==> config.mk <==
export PLATFORM = sky130hd
export DESIGN_NAME = ysyx_23060201_gpr_wb_sched
export DESIGN_NICKNAME = d
export VERILOG_FILES = /design/src/rtl/ysyx_23060201_gpr_wb_sched.sv
export SDC_FILE = /design/constraint.sdc
export NUM_CORES = 1
export LEC_CHECK = 0
export ABC_CLOCK_PERIOD_IN_PS = 2500
export CAP_MARGIN = 20
export CORE_MARGIN = 2
export CORE_UTILIZATION = 45
export DETAILED_ROUTE_END_ITERATION = 6
export PLACE_DENSITY = 0.85
export SLEW_MARGIN = 20
export SYNTH_ARGS = -nofsm -noshare
export SYNTH_HDL_FRONTEND = slang
export SYNTH_SLANG_ARGS = --single-unit
==> constraint.sdc <==
create_clock -name clk -period 2.5 [get_ports clk]
set_input_delay 0.25 -clock clk [delete_from_list [all_inputs] [get_ports clk]]
set_output_delay 0.25 -clock clk [all_outputs]
set_load 0.01 [all_outputs]
==> src/rtl/ysyx_23060201_gpr_wb_sched.sv <==
// GPR write-back scheduler: round-robin between ALU (wb0) and LSU (wb1), plus RAW/WAW scoreboard.
// Write port registered (1 cycle after grant); ungranted requester is held off via wbN_ready, issue held off via issue_ready.
module ysyx_23060201_gpr_wb_sched #(
    parameter int ADDR_WIDTH = 5,
    parameter int DATA_WIDTH = 32
) (
    input  logic                      clk,
    input  logic                      rst,
    input  logic                      issue_valid,
    output logic                      issue_ready,
    input  logic [1:0]                issue_rs_en,
    input  logic [ADDR_WIDTH-1:0]     issue_rs1,
    input  logic [ADDR_WIDTH-1:0]     issue_rs2,
    input  logic                      issue_rd_en,
    input  logic [ADDR_WIDTH-1:0]     issue_rd,
    input  logic                      wb0_valid,
    output logic                      wb0_ready,
    input  logic [ADDR_WIDTH-1:0]     wb0_rd,
    input  logic [DATA_WIDTH-1:0]     wb0_data,
    input  logic                      wb1_valid,
    output logic                      wb1_ready,
    input  logic [ADDR_WIDTH-1:0]     wb1_rd,
    input  logic [DATA_WIDTH-1:0]     wb1_data,
    output logic                      gpr_wen,
    output logic [ADDR_WIDTH-1:0]     gpr_waddr,
    output logic [DATA_WIDTH-1:0]     gpr_wdata,
    output logic [(1<<ADDR_WIDTH)-1:0] busy_vec,
    output logic                      sb_err
);

    localparam int NREG = 1 << ADDR_WIDTH;

    logic [NREG-1:0]       busy_q, busy_d;
    logic                  rr_q, rr_d;      // 0: wb0 wins a tie, 1: wb1 wins a tie
    logic                  wen_q, wen_d;
    logic [ADDR_WIDTH-1:0] waddr_q, waddr_d;
    logic [DATA_WIDTH-1:0] wdata_q, wdata_d;
    logic                  err_q, err_d;

    logic                  stall;
    logic                  alloc;
    logic                  gnt0, gnt1, any_gnt;
    logic [ADDR_WIDTH-1:0] sel_rd;
    logic [DATA_WIDTH-1:0] sel_data;

    always_comb begin
        stall = (issue_rs_en[0] & busy_q[issue_rs1])
              | (issue_rs_en[1] & busy_q[issue_rs2])
              | (issue_rd_en    & busy_q[issue_rd]);
        issue_ready = issue_valid & ~stall;
        alloc       = issue_ready & issue_rd_en & (issue_rd != '0);
    end

    always_comb begin
        gnt0     = wb0_valid & (~wb1_valid | ~rr_q);
        gnt1     = wb1_valid & (~wb0_valid |  rr_q);
        any_gnt  = gnt0 | gnt1;
        sel_rd   = gnt1 ? wb1_rd   : wb0_rd;
        sel_data = gnt1 ? wb1_data : wb0_data;
    end

    assign wb0_ready = gnt0;
    assign wb1_ready = gnt1;

    always_comb begin
        busy_d  = busy_q;
        rr_d    = rr_q;
        wen_d   = 1'b0;
        waddr_d = waddr_q;
        wdata_d = wdata_q;
        err_d   = err_q;
        // Release is driven by the registered write so the GPR already holds the value when busy drops.
        if (wen_q) begin
            busy_d[waddr_q] = 1'b0;
        end
        if (alloc) begin
            busy_d[issue_rd] = 1'b1;
        end
        busy_d[0] = 1'b0;
        if (gnt0) begin
            rr_d = 1'b1;
        end else if (gnt1) begin
            rr_d = 1'b0;
        end
        if (any_gnt) begin
            wen_d   = (sel_rd != '0);
            waddr_d = sel_rd;
            wdata_d = sel_data;
            if ((sel_rd != '0) && !busy_q[sel_rd]) begin
                err_d = 1'b1;
            end
        end
    end

    always_ff @(posedge clk) begin
        if (!rst) begin
            busy_q  <= '0;
            rr_q    <= 1'b0;
            wen_q   <= 1'b0;
            waddr_q <= '0;
            wdata_q <= '0;
            err_q   <= 1'b0;
        end else begin
            busy_q  <= busy_d;
            rr_q    <= rr_d;
            wen_q   <= wen_d;
            waddr_q <= waddr_d;
            wdata_q <= wdata_d;
            err_q   <= err_d;
        end
    end

    assign gpr_wen   = wen_q;
    assign gpr_waddr = waddr_q;
    assign gpr_wdata = wdata_q;
    assign busy_vec  = busy_q;
    assign sb_err    = err_q;

endmodule

Word-level counts from Yosys, hierarchy flattened
Index checks and enable logic that the tools add are counted.
{"block": "word_totals", "register_bits": 72, "input_bits": 97, "out_inout_bits": 74, "wordCells": 61}
{"block": "op_classes", "magnitude_cmp": 7, "n_mux": 18, "bitwise": 20, "reduce_logical": 9}
{"cell": "$mux W32", "count": 3}
{"cell": "$and A32 B32 Y32", "count": 1}
{"cell": "$not A32 Y32", "count": 1}
{"cell": "$or A32 B32 Y32", "count": 1}
{"cell": "$lt A5 B6 Y1 const B", "count": 5}
{"cell": "$bmux W1 S5", "count": 4}
{"cell": "$demux W1 S5", "count": 2}
{"cell": "$ge A5 B1 Y1 const B", "count": 2}
{"cell": "$reduce_bool A5 Y1", "count": 2}
{"cell": "$and A1 B1 Y1", "count": 8}
{"cell": "$mux W1", "count": 8}
{"cell": "$mux W5", "count": 1}
{"cell": "$or A1 B1 Y1", "count": 5}
{"cell": "$not A1 Y1", "count": 4}
{"cell": "$reduce_and A2 Y1", "count": 2}
{"cell": "$logic_and A1 B1 Y1", "count": 3}
{"cell": "$reduce_bool A2 Y1", "count": 1}
{"cell": "$logic_not A1 Y1", "count": 1}

Depth between registers and ports, before layout
Gate-level depths: netlist of the first run.
{"block": "depth", "depth_word": 10, "mapped_depth": 9}

Least setup slack after synthesis of the first run
No wires, ideal clock.
{"block": "synth_path", "kind": "register to register", "from": "register rr_q", "to": "register err_q, in the netlist sb_err", "setup_time_ns": 0.060, "arrival_ns": 2.151, "required_ns": 2.440, "setup_slack_ns": 0.289, "stages_incl_launch_ff": 9, "path_buffers": 1, "period_less_slack_ns": 2.211, "path_cell_list": "dfxtp_1 nand2b_1 nand2_1 clkbuf_1 mux2i_1 nand2_1 or4_1 nor4_1 a221o_1"}
{"block": "synth_via", "elab_chain_len": 8, "elab_cells_between_ends": 13, "classes_between": "mux: 3; bitwise: 6; reduce/logical: 4"}
{"item": "start: declaration", "line": "34", "source": "logic rr_q, rr_d;"}
{"item": "start signal: assignment", "line": "105", "source": "rr_q <= rr_d;"}
{"item": "$or A1 B1 Y1", "line": "56", "source": "gnt1 = wb1_valid & (~wb0_valid | rr_q);"}
{"item": "$and A1 B1 Y1", "line": "56"}
{"item": "$mux W5", "line": "58", "source": "sel_rd = gnt1 ? wb1_rd : wb0_rd;"}
{"item": "$bmux W1 S5", "line": "89", "source": "if ((sel_rd != '0) && !busy_q[sel_rd]) begin"}
{"item": "$mux W1 (not written as such)", "line": "89"}
{"item": "$logic_not A1 Y1", "line": "89"}
{"item": "$logic_and A1 B1 Y1", "line": "89"}
{"item": "$reduce_and A2 Y1 (no line) (*)"}
{"item": "end signal: assignment", "line": "109", "source": "err_q <= err_d;"}
{"item": "end: declaration", "line": "38", "source": "logic err_q, err_d;"}
Mark *: on every way between the ends. The rest lies on a longest branch, timed or not. The select of a mux whose other input is x is not followed.
A chain may end at the register's enable or synchronous reset.

Worst setup path in the final report of the first run
{"block": "layout_path", "from": "input port issue_rd[0]", "to": "output port issue_ready"}
{"block": "layout_via", "elab_chain_len": 6}
{"item": "start: declaration", "line": "15", "source": "input logic [ADDR_WIDTH-1:0] issue_rd,"}
{"item": "$bmux W1 S5", "line": "49", "source": "| (issue_rd_en & busy_q[issue_rd]);"}
{"item": "$mux W1 (not written as such)", "line": "49"}
{"item": "$and A1 B1 Y1", "line": "49"}
{"item": "$or A1 B1 Y1", "line": "49"}
{"item": "$not A1 Y1", "line": "50", "source": "issue_ready = issue_valid & ~stall;"}
{"item": "$and A1 B1 Y1", "line": "50"}
{"item": "end: declaration", "line": "10", "source": "output logic issue_ready,"}
Every way passes these cells. The select of a mux whose other input is x is not followed.

==> metrics, run 1 <==
Worst Max-Slew Pin Slew 590 ps; syn nets 648; Final WS setup 59.6 ps; worst path bufs/invs 3; GRT Overall Usage 0.306; number of synthesized flops with an enable pin 0; Tightest Hold Check Type in -> reg; Switching Share 0.284; clock network power share 0.334; RR Endpoint sb_err; first-pass GRT wire length 27700 µm; R2R setup slack 90 ps; # IOs 171; Netlist Area Pre-Place 4750 µm²; Max Freq 0.410 GHz; worst slack at placement -583 ps; drt pass-1 iters 5; Min-Delay Endpoint gpr_waddr[4]; yosys warns 0; crit start category primary input; Net Switching 0.000873 W; Synth Area per Inst 8.61 µm²; VDD IR max 0.000326 V; Pins Over Slew Limit 0; vias in the first global route 5482; Post-synth top flop dfxtp_1; Comb pwr share 0.265; HPWL Detailed 13500 µm; slew margin rel. 0.597; commonest non-fill, non-tap cell in the layout clkdlybuf4s50_1; unrepaired setup endpoints after global routing yes; Synth Register Bits 71; Final #Nets 855; cell taking the most area after synthesis dfxtp_1; Worst Skew 5.43 ps; worst reg-to-reg path cell count 7; layout cells sized above 1 0.208; die height 107 µm; crit-path max FO 6; register area share after synthesis 0.299; insertion delay to the later sink of the worst-skew pair 360 ps; Clock Sinks 71; Starting Density 0.462; Area Growth Syn to Fin 52.3%; cell family with most CP delay buffers and inverters; critical path class in -> out; post-route cell area 7230 µm²; row count 37; port buffer count 169; H-tree lvl count 3; Max Cap Violations 0; # DRC 0; final hold viol count 0; initial antenna violation count 0; DR WL/cell 19.3 µm; sum of routed wire length over all layers 17300 µm; GRT overflow 0; commonest non-fill, non-tap cells in the layout 162 x clkdlybuf4s50_1, 76 x nor2_1, 70 x dfxtp_1, 70 x buf_4, 59 x o211ai_1; CTS buffer count 9; Cells after DPL 882; Final ANT Viol Nets 0; CP Cell Sequence clkdlybuf4s50_1, buf_4, or4b_2, a31oi_2, a2111oi_4, o21a_1, buf_2; top-area cell type share of the netlist area 0.299; Finish-stage setup viols 0; largest net degree at the start of global routing 55; Post-Syn Instances 551; Hold WS 334 ps; Final GP Congestion 1.07; hold depth 3; Worst-path clk slew 80 ps; Worst Path Required 2250 ps; leakage 2.68 nW; Pwr per Cell Area 425 nW/µm²; Tmin final 2440 ps; die area 11400 µm²; Max Root-Sink Buffers 2; Diodes inserted 0; via/cell ratio 6.10; Iter 0 DRT Violations 382; hold wc startpoint rst; DIE WIDTH 107 µm; Finished Layout Cells 899; top post-synthesis cells by area dfxtp_1 30%, o211ai_1 9.3%, mux2_2 9.0%; final critical-path share of the clock period 0.976; FFs w/ async S/R, synth 0; Synth cell types 53; core area 10300 µm²; CP Capture Type output port; CTS tree done; slowest CP cell or4b_2; internal power 0.00220 W; vias 5485; max incr delay on CP 640 ps; clk root buf clkbuf_8; WP data arrival 2190 ps; status complete, no violations; hold bufs inserted after CTS 0; Worst R2R Start rr_q; sequential share of power 0.402; DP Area 6960 µm²
[metal layers]
| layer | track usage | up-vias | share of wire | routed length (µm) |
|---|---|---|---|---|
| li1 | - | 2506 | - | - |
| met1 | 0.351 | 2561 | 0.37 | 6400 |
| met2 | 0.517 | 349 | 0.48 | 8280 |
| met3 | 0.0930 | 69 | 0.11 | 1930 |
| met4 | 0.149 | 0 | 0.041 | 708 |
| met5 | 0 | - | 0 | 0 |
[worst min-delay path, cell delays in order]
cell and delay [ps]:
buf_2 100, inv_1 170, nor2_1 140
[final cells by class]
| cell class | instances | area (µm²) |
|---|---|---|
| clock buffers | 9 | 124 |
| clock inverters | 7 | 95.1 |
| fillers | 818 | 3050 |
| inverters | 7 | 26.3 |
| multi-input cells | 427 | 3140 |
| flip-flops and latches | 71 | 1420 |
| well taps | 136 | 170 |
| repair buffers | 242 | 2250 |
[synthesized netlist by cell type, types with 2 or more instances]
master     count
buf_1          5
or3_1          2
or4b_2         2
a211oi_1       4
nand4_1        3
inv_1          6
nor3_1         4
nor2_1        76
clkbuf_1      36
o31a_1         2
o221ai_1       4
or4_1          2
o211ai_1      59
buf_2          3
mux2i_1       32
nand3b_1      33
or3b_2         3
nand3_1        9
dfxtp_1       71
a21oi_1        5
nand4b_1       3
mux2_2        38
o31ai_1        3
o21ai_0       45
a311oi_1       7
nor4_1         2
o22ai_1        2
nor2b_1        6
mux4_2        14
a311o_1        2
nor3b_1        3
a2111oi_0      3
nand2_1       36
a31oi_1        3
nand2b_1       5
[worst max path at each step]
| stage | from | endpoint | slack, ps | depth (start not counted) |
|---|---|---|---|---|
| floorplan | rr_q | sb_err | 290 | 8 |
| global placement | issue_rd[1] | issue_ready | -530 | 8 |
| detailed placement | issue_rd[1] | issue_ready | -580 | 9 |
| CTS | busy_vec[1] | issue_ready | 20 | 7 |
| global route | busy_vec[1] | issue_ready | -20 | 7 |
| finish | issue_rd[0] | issue_ready | 60 | 7 |
[repair_timing]
| action | 4_1_cts | 5_1_grt |
|---|---|---|
| resized for setup | 11 | 8 |
| setup endpoints to repair | 10 | 7 |
| pin swaps | 5 | 1 |
| endpoints found under the hold margin | 0 | 0 |
| buffers inserted | 1 | 0 |
[cell families after synthesis]
family / Yosys count / synth area share
AND/OR/NAND/NOR: 193 / 0.208
other: 1 / 0.000790
flip-flops: 71 / 0.299
multiplexers: 85 / 0.227
AO/OA/AOI/OAI: 148 / 0.219
buffers and inverters: 53 / 0.0451
[through the flow]
step / power (W) / util / TNS [ps]
final: 0.00307 / 0.703 / 0
after global routing: 0.00320 / 0.703 / -31.7
after CTS: 0.00307 / 0.701 / 0
after detailed placement: 0.00206 / 0.678 / -10930
after global placement: 0.00203 / 0.678 / -8340
after floorplan: 0.00163 / - / 0
[registers in the layout (all words and copies together), names as in the netlist]
register   flops
gpr_wdata     32
sb_err         1
busy_vec      31
gpr_waddr      5
gpr_wen        1
rr_q           1
[power groups by stage]
stage	clock network, W	registers [W]	logic [W]
floorplan	0	0.00127	0.000354
global placement	0	0.00126	0.000779
detailed placement	0	0.00126	0.000797
CTS	0.00103	0.00123	0.000805
global route	0.00109	0.00124	0.000870
finish	0.00102	0.00123	0.000813
Note: power is estimated with default switching activity, not from simulation.
==> inputs of run 2 (changes only) <==
--- a/config.mk
+++ b/config.mk
@@ -9,6 +9,7 @@
 export CAP_MARGIN = 20
 export CORE_MARGIN = 2
 export CORE_UTILIZATION = 45
+export CTS_BUF_LIST = sky130_fd_sc_hd__clkbuf_8 sky130_fd_sc_hd__clkbuf_16
 export DETAILED_ROUTE_END_ITERATION = 6
 export PLACE_DENSITY = 0.85
 export SLEW_MARGIN = 20
==> results of run 2 <==
Same layout as run 1: the final DEF is identical, and so are final timing and power.
